<file path="src/rtl/grng_stats_sink_if.sv">
// Handshake and result bus between the Gaussian sample source and grng_stats_sink.
// master: start/in_valid/in_data/thresh; slave: in_ready/busy/done and window results.
// Parameters DW (sample width) and LOG2_N (log2 window length) size the result fields.
interface grng_stats_sink_if #(
  parameter int DW     = 16,
  parameter int LOG2_N = 10
);
  logic                     start;
  logic                     in_valid;
  logic [DW-1:0]            in_data;
  logic                     in_ready;
  logic [DW-1:0]            thresh;
  logic                     busy;
  logic                     done;
  logic [DW+LOG2_N-1:0]     sum;
  logic [2*DW+LOG2_N-1:0]   sum_sq;
  logic [DW-1:0]            min_val;
  logic [DW-1:0]            max_val;
  logic [LOG2_N:0]          outlier_cnt;

  modport master (
    output start, in_valid, in_data, thresh,
    input  in_ready, busy, done, sum, sum_sq, min_val, max_val, outlier_cnt
  );

  modport slave (
    input  start, in_valid, in_data, thresh,
    output in_ready, busy, done, sum, sum_sq, min_val, max_val, outlier_cnt
  );
endinterface

</file>
<file path="src/rtl/grng_stats_sink.sv">
// Windowed statistics (sum, sum of squares, min, max, outlier count) over 2^LOG2_N samples.
// Latency: one sample per cycle; results and a one-cycle done appear on the edge after the Nth accept.
// Backpressure: in_ready is high only while a window is open (ACCUM); start is ignored outside IDLE.
// Ports: clk, rst_n (async active-low), bus (grng_stats_sink_if.slave).
module grng_stats_sink #(
  parameter int DW     = 16,
  parameter int LOG2_N = 10
) (
  input  logic                clk,
  input  logic                rst_n,
  grng_stats_sink_if.slave    bus
);
  localparam int SW = DW + LOG2_N;      // signed sum width
  localparam int QW = 2 * DW + LOG2_N;  // sum of squares width
  localparam int OW = LOG2_N + 1;       // outlier count width (can reach N)

  typedef enum logic {IDLE, ACCUM} state_t;
  state_t state;

  logic signed [SW-1:0] acc_sum;
  logic [QW-1:0]        acc_sq;
  logic signed [DW-1:0] acc_min;
  logic signed [DW-1:0] acc_max;
  logic [OW-1:0]        acc_out;
  logic [LOG2_N-1:0]    cnt;
  logic [DW-1:0]        thresh_q;

  logic                 in_ready_r;
  logic                 busy_r;
  logic                 done_r;
  logic signed [SW-1:0] res_sum;
  logic [QW-1:0]        res_sq;
  logic signed [DW-1:0] res_min;
  logic signed [DW-1:0] res_max;
  logic [OW-1:0]        res_out;

  logic signed [DW-1:0]   x;
  logic signed [2*DW-1:0] prod;
  logic [DW:0]            x_ext;
  logic [DW:0]            x_abs;
  logic                   accept;
  logic                   last;
  logic signed [SW-1:0]   nxt_sum;
  logic [QW-1:0]          nxt_sq;
  logic signed [DW-1:0]   nxt_min;
  logic signed [DW-1:0]   nxt_max;
  logic [OW-1:0]          nxt_out;

  assign x      = bus.in_data;
  assign accept = (state == ACCUM) && bus.in_valid;
  assign last   = accept && (cnt == {LOG2_N{1'b1}});

  // Operands are sign-extended to 2*DW before multiplying, so (-2^(DW-1))^2 is exact
  // and the (always non-negative) product can be accumulated as unsigned.
  assign prod  = x * x;

  // Magnitude at DW+1 bits so the most negative sample does not wrap.
  assign x_ext = {x[DW-1], x};
  assign x_abs = x[DW-1] ? (~x_ext + {{DW{1'b0}}, 1'b1}) : x_ext;

  always_comb begin
    nxt_sum = acc_sum + {{LOG2_N{x[DW-1]}}, x};
    nxt_sq  = acc_sq + {{LOG2_N{1'b0}}, prod};
    nxt_min = (x < acc_min) ? x : acc_min;
    nxt_max = (x > acc_max) ? x : acc_max;
    nxt_out = acc_out;
    if (x_abs > {1'b0, thresh_q}) begin
      nxt_out = acc_out + {{LOG2_N{1'b0}}, 1'b1};
    end
  end

  always_ff @(posedge clk or negedge rst_n) begin
    if (!rst_n) begin
      state      <= IDLE;
      acc_sum    <= '0;
      acc_sq     <= '0;
      acc_min    <= '0;
      acc_max    <= '0;
      acc_out    <= '0;
      cnt        <= '0;
      thresh_q   <= '0;
      in_ready_r <= 1'b0;
      busy_r     <= 1'b0;
      done_r     <= 1'b0;
      res_sum    <= '0;
      res_sq     <= '0;
      res_min    <= '0;
      res_max    <= '0;
      res_out    <= '0;
    end else begin
      done_r <= 1'b0;
      case (state)
        IDLE: begin
          if (bus.start) begin
            state      <= ACCUM;
            acc_sum    <= '0;
            acc_sq     <= '0;
            acc_min    <= {1'b0, {(DW-1){1'b1}}};
            acc_max    <= {1'b1, {(DW-1){1'b0}}};
            acc_out    <= '0;
            cnt        <= '0;
            thresh_q   <= bus.thresh;
            in_ready_r <= 1'b1;
            busy_r     <= 1'b1;
          end
        end
        ACCUM: begin
          if (accept) begin
            acc_sum <= nxt_sum;
            acc_sq  <= nxt_sq;
            acc_min <= nxt_min;
            acc_max <= nxt_max;
            acc_out <= nxt_out;
            cnt     <= cnt + {{(LOG2_N-1){1'b0}}, 1'b1};
          end
          // Results take the post-update values so the Nth sample is included.
          if (last) begin
            state      <= IDLE;
            in_ready_r <= 1'b0;
            busy_r     <= 1'b0;
            done_r     <= 1'b1;
            res_sum    <= nxt_sum;
            res_sq     <= nxt_sq;
            res_min    <= nxt_min;
            res_max    <= nxt_max;
            res_out    <= nxt_out;
          end
        end
        default: state <= IDLE;
      endcase
    end
  end

  assign bus.in_ready    = in_ready_r;
  assign bus.busy        = busy_r;
  assign bus.done        = done_r;
  assign bus.sum         = res_sum;
  assign bus.sum_sq      = res_sq;
  assign bus.min_val     = res_min;
  assign bus.max_val     = res_max;
  assign bus.outlier_cnt = res_out;
endmodule
</file>
<file path="src/flat_wrapper.sv">
// flat-port wrapper written by rule: the top's interface ports become plain ports
module grng_stats_sink_flat 
#(
  parameter int DW     = 16,
  parameter int LOG2_N = 10
)
  (clk, rst_n, bus_start, bus_in_valid, bus_in_data, bus_thresh, bus_in_ready, bus_busy, bus_done, bus_sum, bus_sum_sq, bus_min_val, bus_max_val, bus_outlier_cnt);
  grng_stats_sink_if #(.DW(DW), .LOG2_N(LOG2_N)) bus_i ();
  input  logic clk;
  input  logic rst_n;
  input wire logic [$bits(bus_i.start)-1:0] bus_start;
  input wire logic [$bits(bus_i.in_valid)-1:0] bus_in_valid;
  input wire logic [$bits(bus_i.in_data)-1:0] bus_in_data;
  input wire logic [$bits(bus_i.thresh)-1:0] bus_thresh;
  output wire logic [$bits(bus_i.in_ready)-1:0] bus_in_ready;
  output wire logic [$bits(bus_i.busy)-1:0] bus_busy;
  output wire logic [$bits(bus_i.done)-1:0] bus_done;
  output wire logic [$bits(bus_i.sum)-1:0] bus_sum;
  output wire logic [$bits(bus_i.sum_sq)-1:0] bus_sum_sq;
  output wire logic [$bits(bus_i.min_val)-1:0] bus_min_val;
  output wire logic [$bits(bus_i.max_val)-1:0] bus_max_val;
  output wire logic [$bits(bus_i.outlier_cnt)-1:0] bus_outlier_cnt;
  assign bus_i.start = bus_start;
  assign bus_i.in_valid = bus_in_valid;
  assign bus_i.in_data = bus_in_data;
  assign bus_i.thresh = bus_thresh;
  assign bus_in_ready = bus_i.in_ready;
  assign bus_busy = bus_i.busy;
  assign bus_done = bus_i.done;
  assign bus_sum = bus_i.sum;
  assign bus_sum_sq = bus_i.sum_sq;
  assign bus_min_val = bus_i.min_val;
  assign bus_max_val = bus_i.max_val;
  assign bus_outlier_cnt = bus_i.outlier_cnt;
  grng_stats_sink #(.DW(DW), .LOG2_N(LOG2_N)) u_core (.clk(clk), .rst_n(rst_n), .bus(bus_i));
endmodule
</file>
<file path="config.mk">
export PLATFORM = sky130hd
export DESIGN_NAME = grng_stats_sink_flat
export DESIGN_NICKNAME = d
export VERILOG_FILES = /design/src/rtl/grng_stats_sink_if.sv /design/src/rtl/grng_stats_sink.sv /design/src/flat_wrapper.sv
export SDC_FILE = /design/constraint.sdc
export NUM_CORES = 1
export LEC_CHECK = 0
export ABC_AREA = 1
export CAP_MARGIN = 20
export CORE_MARGIN = 1
export CORE_UTILIZATION = 62
export DETAILED_ROUTE_END_ITERATION = 16
export MAX_ROUTING_LAYER = met4
export PLACE_DENSITY = 0.83
export SLEW_MARGIN = 10
export SYNTH_ARGS = -nofsm -noshare
export SYNTH_HDL_FRONTEND = slang
export SYNTH_SLANG_ARGS = --single-unit
</file>
<file path="constraint.sdc">
create_clock -name clk -period 2.4 [get_ports clk]
set_input_delay 0.6 -clock clk [delete_from_list [all_inputs] [get_ports clk]]
set_output_delay 0.6 -clock clk [all_outputs]
set_load 0.02 [all_outputs]
</file>
==> out/metrics.csv, run 1 <==
stage;metric;value;unit
clock_tree;CTS H-Tree Depth;1;
synthesis;Mapped Nets;3727;
placed_design;port bufs;149;
die;Initial Utilization;63.0;%
synthesis;post-synthesis cell type count;53;
placed_design;Cell Area, Placed;31800;um^2
synthesis;Syn Std Cell Area;25100;um^2
synthesis;top_reg_cell synth;dfrtp_1;
placed_design;post-DP HPWL;68.7;mm
status;status;aborted with a tool error;
synthesis;register area share after synthesis;25.0;%
global_routing;Total Routing Usage GR;97.7;%
global_routing;largest net degree at the start of global routing;72;
synthesis;Post-Syn Area per Cell;7.73;um^2
die;Die Y;203;um
status;failing step;5_1_grt;
synthesis;Yosys reg bits;251;
synthesis;share of flip-flops with an asynchronous set or reset;100;%
die;# IOs;150;
clock_tree;clk buf depth;3;
synthesis;number of enable flip-flop cells after synthesis;0;
global_routing;total grt overflow;1674;
synthesis;Syn. warnings;0;
synthesis;Mapped Cells;3253;
status;stop err;[ERROR GRT-0232] Routing congestion too high. Check the congestion heatmap in the GUI.;
placed_design;GPL Wtd Cong;1.07;
die;row cnt;73;
clock_tree;total CTS buffers;28;
die;Die X;203;um
clock_tree;Clock Tree Root;clkbuf_16;
clock_tree;CTS sink count;251;
[Yosys cell counts, types with 2 or more instances]
| cell type | count | area (um^2) |
|---|---|---|
| nand2_1 | 841 | 3160 |
| o21bai_1 | 6 | 45.0 |
| a21oi_1 | 131 | 656 |
| o32ai_1 | 2 | 17.5 |
| inv_1 | 609 | 2290 |
| buf_1 | 17 | 63.8 |
| o31ai_1 | 6 | 45.0 |
| xor2_1 | 51 | 447 |
| dfrtp_1 | 251 | 6280 |
| a21o_1 | 11 | 82.6 |
| o21ai_0 | 154 | 771 |
| nand4_1 | 33 | 206 |
| clkbuf_1 | 39 | 146 |
| buf_2 | 12 | 60.1 |
| nand2_2 | 5 | 31.3 |
| nor2_1 | 166 | 623 |
| nor3_1 | 26 | 130 |
| nand3b_1 | 17 | 128 |
| nor2_2 | 3 | 18.8 |
| a31oi_1 | 7 | 43.8 |
| ha_1 | 199 | 2490 |
| o21a_1 | 4 | 30.0 |
| nand3_1 | 265 | 1330 |
| and3_1 | 6 | 37.5 |
| xnor2_1 | 36 | 315 |
| nand3_2 | 6 | 60.1 |
| buf_4 | 10 | 75.1 |
| clkinv_1 | 2 | 7.51 |
| o21ai_2 | 9 | 78.8 |
| a21boi_0 | 4 | 30.0 |
| a211oi_1 | 4 | 30.0 |
| o21ai_1 | 18 | 90.1 |
| fa_1 | 239 | 4780 |
| nor4_1 | 7 | 43.8 |
| o211ai_1 | 4 | 30.0 |
| nor4_4 | 2 | 42.5 |
| and2_1 | 2 | 12.5 |
| inv_2 | 7 | 26.3 |
| o22ai_1 | 3 | 18.8 |
| or2_2 | 7 | 43.8 |
| buf_6 | 20 | 225 |
[routing by layer]
metal / GRT overflow / global-route usage, %
met5: - / -
met4: 360 / 101
met3: 137 / 86.5
met1: 153 / 92.5
met2: 1024 / 111
[through the flow]
step           setup WS, ns  std cells  setup TNS, ns
4_1_cts               -4.39       4464        -312.90
3_5_place_dp          -5.84       4327        -502.99
3_3_place_gp          -5.70       4327        -482.20
2_1_floorplan         -4.36       3253        -292.22
[kinds of logic after synthesis]
kind of cell | after synthesis | share of synthesized area [%]
AND/OR/NAND/NOR | 1393 | 23.6
AO/OA/AOI/OAI | 368 | 8.01
buffers and inverters | 716 | 11.5
XOR/XNOR | 87 | 3.03
flip-flops | 251 | 25.0
adder cells (fa/ha/maj) | 438 | 28.9
[timing repair]
action | in CTS
setup buffers | 81
pin swaps | 232
resized for setup | 462
gates cloned | 3
hold buffers | 1
endpoints found under the setup margin | 196
hold endpoints to repair | 39
==> run 2: changes to the inputs <==
--- a/config.mk
+++ b/config.mk
@@ -8,10 +8,9 @@
 export ABC_AREA = 1
 export CAP_MARGIN = 20
 export CORE_MARGIN = 1
-export CORE_UTILIZATION = 62
+export CORE_UTILIZATION = 40
 export DETAILED_ROUTE_END_ITERATION = 16
-export MAX_ROUTING_LAYER = met4
-export PLACE_DENSITY = 0.83
+export PLACE_DENSITY_LB_ADDON = 0.15
 export SLEW_MARGIN = 10
 export SYNTH_ARGS = -nofsm -noshare
 export SYNTH_HDL_FRONTEND = slang
==> out/metrics.csv, run 2 <==
stage;metric;value;unit;change
status;status;finished, violations left;;
status;violated checks;negative setup slack;;
route;DRT iter0 DRCs;1521;;
synthesis;Post-Syn Area per Cell;7.73;um^2;unchanged
critical_path;CP max stage cell;fa_2;;
synthesis;count leader, synth;nand2_1;;
critical_path;WP data required;2.90;ns;
clock_tree;CTS tree;yes;;
finish;register area;6280;um^2;
synthesis;register area share after synthesis;25.0;%;unchanged
sta;Final min period;6.89;ns;
flow_run;max_cap viols;0;;
placed_design;GPL Wtd Cong;0.943;;-12%
sta;fin. max-slew vios;0;;
synthesis;Mapped Nets;3727;;unchanged
hold_path;Hold Crit Start;u_core.bus.min_val[5];;
global_routing;global-route wire length before repair;139;mm;
synthesis;Mapped Cells;3253;;unchanged
critical_path;WP data arrival;7.39;ns;
synthesis;largest area contributor in the netlist;dfrtp_1;;
route;met3 routed WL;4.50;mm;
route;met2 wire length;45.0;mm;
route;DRT antenna net count;0;;
finish;commonest non-fill, non-tap cells in the layout;661 x nand2_1, 496 x buf_4, 482 x inv_1;;
sta;crit share post-route;287;%;
critical_path;Crit Path Class;primary input to flip-flop;;
placed_design;post-DP HPWL;67.3;mm;-2.0%
placed_design;port bufs;149;;unchanged
sta;Highest Clock Rate;0.145;GHz;
sta;Slew HR;64.0;%;
route;Routed WL;91.3;mm;
critical_path;Worst R2R Start;u_core.acc_sq[10];;
clock_tree;clk buf depth;3;;unchanged
global_routing;largest net degree at the start of global routing;78;;
clock_tree;Clock Latency Late Sink;0.62;ns;
finish;Multi-input gate area;20500;um^2;
die;Core ar.;61900;um^2;
global_routing;total grt overflow;0;;
critical_path;most used cell, CP;inv_2;;
finish;fraction of layout cells with a size suffix above 1;38.0;%;
synthesis;top cell type's share of synthesized area;25.0;%;unchanged
critical_path;startpoint types;primary input;;
clock_tree;CTS H-Tree Depth;1;;unchanged
route;Via density;5.06;;
sta;Slew @ Worst Pin;0.541;ns;
sta;Final Hold Viols;0;;
global_routing;initial antenna violation count;1;;
die;die area;63900;um^2;
synthesis;leading post-synthesis cells by cell area;dfrtp_1 25%, fa_1 19%, nand2_1 13%;;
finish;nets;4468;;
route;drt drc;0;;
clock_tree;total CTS buffers;31;;+11%
sta;Final setup viols;100;;
route;DR top layer;met4;;
critical_path;reg2reg path depth;13;;
hold_path;Hold Crit Endpoint;u_core.bus.min_val[5];;
synthesis;number of enable flip-flop cells after synthesis;0;;unchanged
die;row cnt;91;;+25%
synthesis;post-synthesis cell type count;53;;unchanged
clock_tree;Clock Tree Root;clkbuf_16;;
sta;final worst setup slack;-4.49;ns;
synthesis;Synth top cells by count;841 x nand2_1, 609 x inv_1, 265 x nand3_1;;
sta;unrepaired setup endpoints after global routing;yes;;
finish;FILL cells;5263;;
finish;most common cell after layout, fill and taps aside;nand2_1;;
hold_path;Tightest Hold Check Type;flip-flop to flip-flop;;
synthesis;top_reg_cell synth;dfrtp_1;;
hold_path;WHS Path Cells;2;;
die;Die X;253;um;+24%
clock_tree;Clock transition at path regs;0.06;ns;
critical_path;reg2reg setup slack;0.10;ns;
finish;Layout area overhead;54.3;%;
die;Initial Utilization;40.6;%;-22 points
die;Die Y;253;um;+24%
route;wl on met1;38.3;mm;
critical_path;Critical R2R Capture;u_core.bus.sum_sq[38];;
global_routing;vias in the first global route;25400;;
synthesis;Syn Std Cell Area;25100;um^2;unchanged
sta;clock skew;0.0174;ns;
critical_path;CP endpoint kind;flip-flop;;
synthesis;share of flip-flops with an asynchronous set or reset;100;%;unchanged
global_routing;Total Routing Usage GR;28.1;%;
route;Initial DRT Pass Iterations;5;;
finish;Finished Core Util;62.7;%;
route;routed length per instance;18.8;um;
synthesis;Syn. warnings;0;;unchanged
critical_path;CP peak stage delay;0.57;ns;
critical_path;crit-path max FO;5;;
synthesis;Yosys reg bits;251;;unchanged
route;via count;24600;;
clock_tree;CTS sink count;251;;unchanged
die;# IOs;150;;unchanged
==> run 2: layout make-up <==
class	instances	share of cell area [%]
antenna	1	0.00645
sequential	251	16.2
tap	837	2.70
inverter	618	6.10
multi-input combinational	2286	52.8
clock inverter	17	0.451
clock buffer	40	2.22
timing repair buffer	806	19.6
==> run 2: cell families (layout without fill, tap and decap cells) <==
| kind of cell | Yosys count | in the layout | share of synthesized area [%] |
|---|---|---|---|
| AND/OR/NAND/NOR | 1393 | 1393 | 23.6 |
| flip-flops | 251 | 251 | 25.0 |
| XOR/XNOR | 87 | 87 | 3.03 |
| AO/OA/AOI/OAI | 368 | 368 | 8.01 |
| adder cells (fa/ha/maj) | 438 | 438 | 28.9 |
| buffers and inverters | 716 | 1481 | 11.5 |
| other | 0 | 1 | 0 |
==> run 2: worst max path at each step <==
stage	from	end	cells after the start
after floorplan	bus_in_data[15]	u_core.acc_sq[36]	35
after global placement	bus_in_data[3]	u_core.bus.sum_sq[37]	33
after detailed placement	bus_in_data[3]	u_core.bus.sum_sq[37]	33
after CTS	bus_in_data[15]	u_core.acc_sq[36]	39
after global routing	bus_in_data[15]	u_core.bus.sum_sq[37]	36
final	bus_in_data[15]	u_core.bus.sum_sq[37]	36
==> run 2: metrics by stage <==
step           hold WS (ns)  TNS [ns]  instance area, um^2  cells  setup slack (ns)
2_1_floorplan         0.304   -292.22                26300   3253             -4.36
3_3_place_gp          0.464   -533.18                32300   4661             -6.04
3_5_place_dp          0.465   -537.28                32300   4661             -6.05
4_1_cts               0.483   -302.69                36500   4802             -4.40
5_1_grt               0.504   -327.30                38800   4856             -4.64
6_report              0.479   -310.83                38800   4856             -4.49
==> run 2: timing repair <==
item / CTS / global route
gates resized for setup: 633 / 457
hold buffers: 1 / 0
pin swaps: 268 / 318
cloned: 8 / 0
buffers inserted: 80 / 67
setup endpoints to repair: 204 / 140
hold endpoints to repair: 40 / 0
==> run 2: routing by layer <==
layer	vias to the layer above	global-route usage, %
li1	11700	-
met1	12100	36.8
met2	644	48.1
met3	170	3.38
met4	0	8.78
met5	-	0
==> run 2: critical path: cells and delay by family <==
| family | cells | cell delay [ns] |
|---|---|---|
| XOR/XNOR | 1 | 0.20 |
| adder cells (fa/ha/maj) | 8 | 3.83 |
| buffers and inverters | 14 | 1.38 |
| AO/OA/AOI/OAI | 7 | 0.93 |
| AND/OR/NAND/NOR | 6 | 0.44 |
Power of run 2 is not shown: default switching activity piles up to over one toggle a cycle in this logic, so the estimate is an artifact.
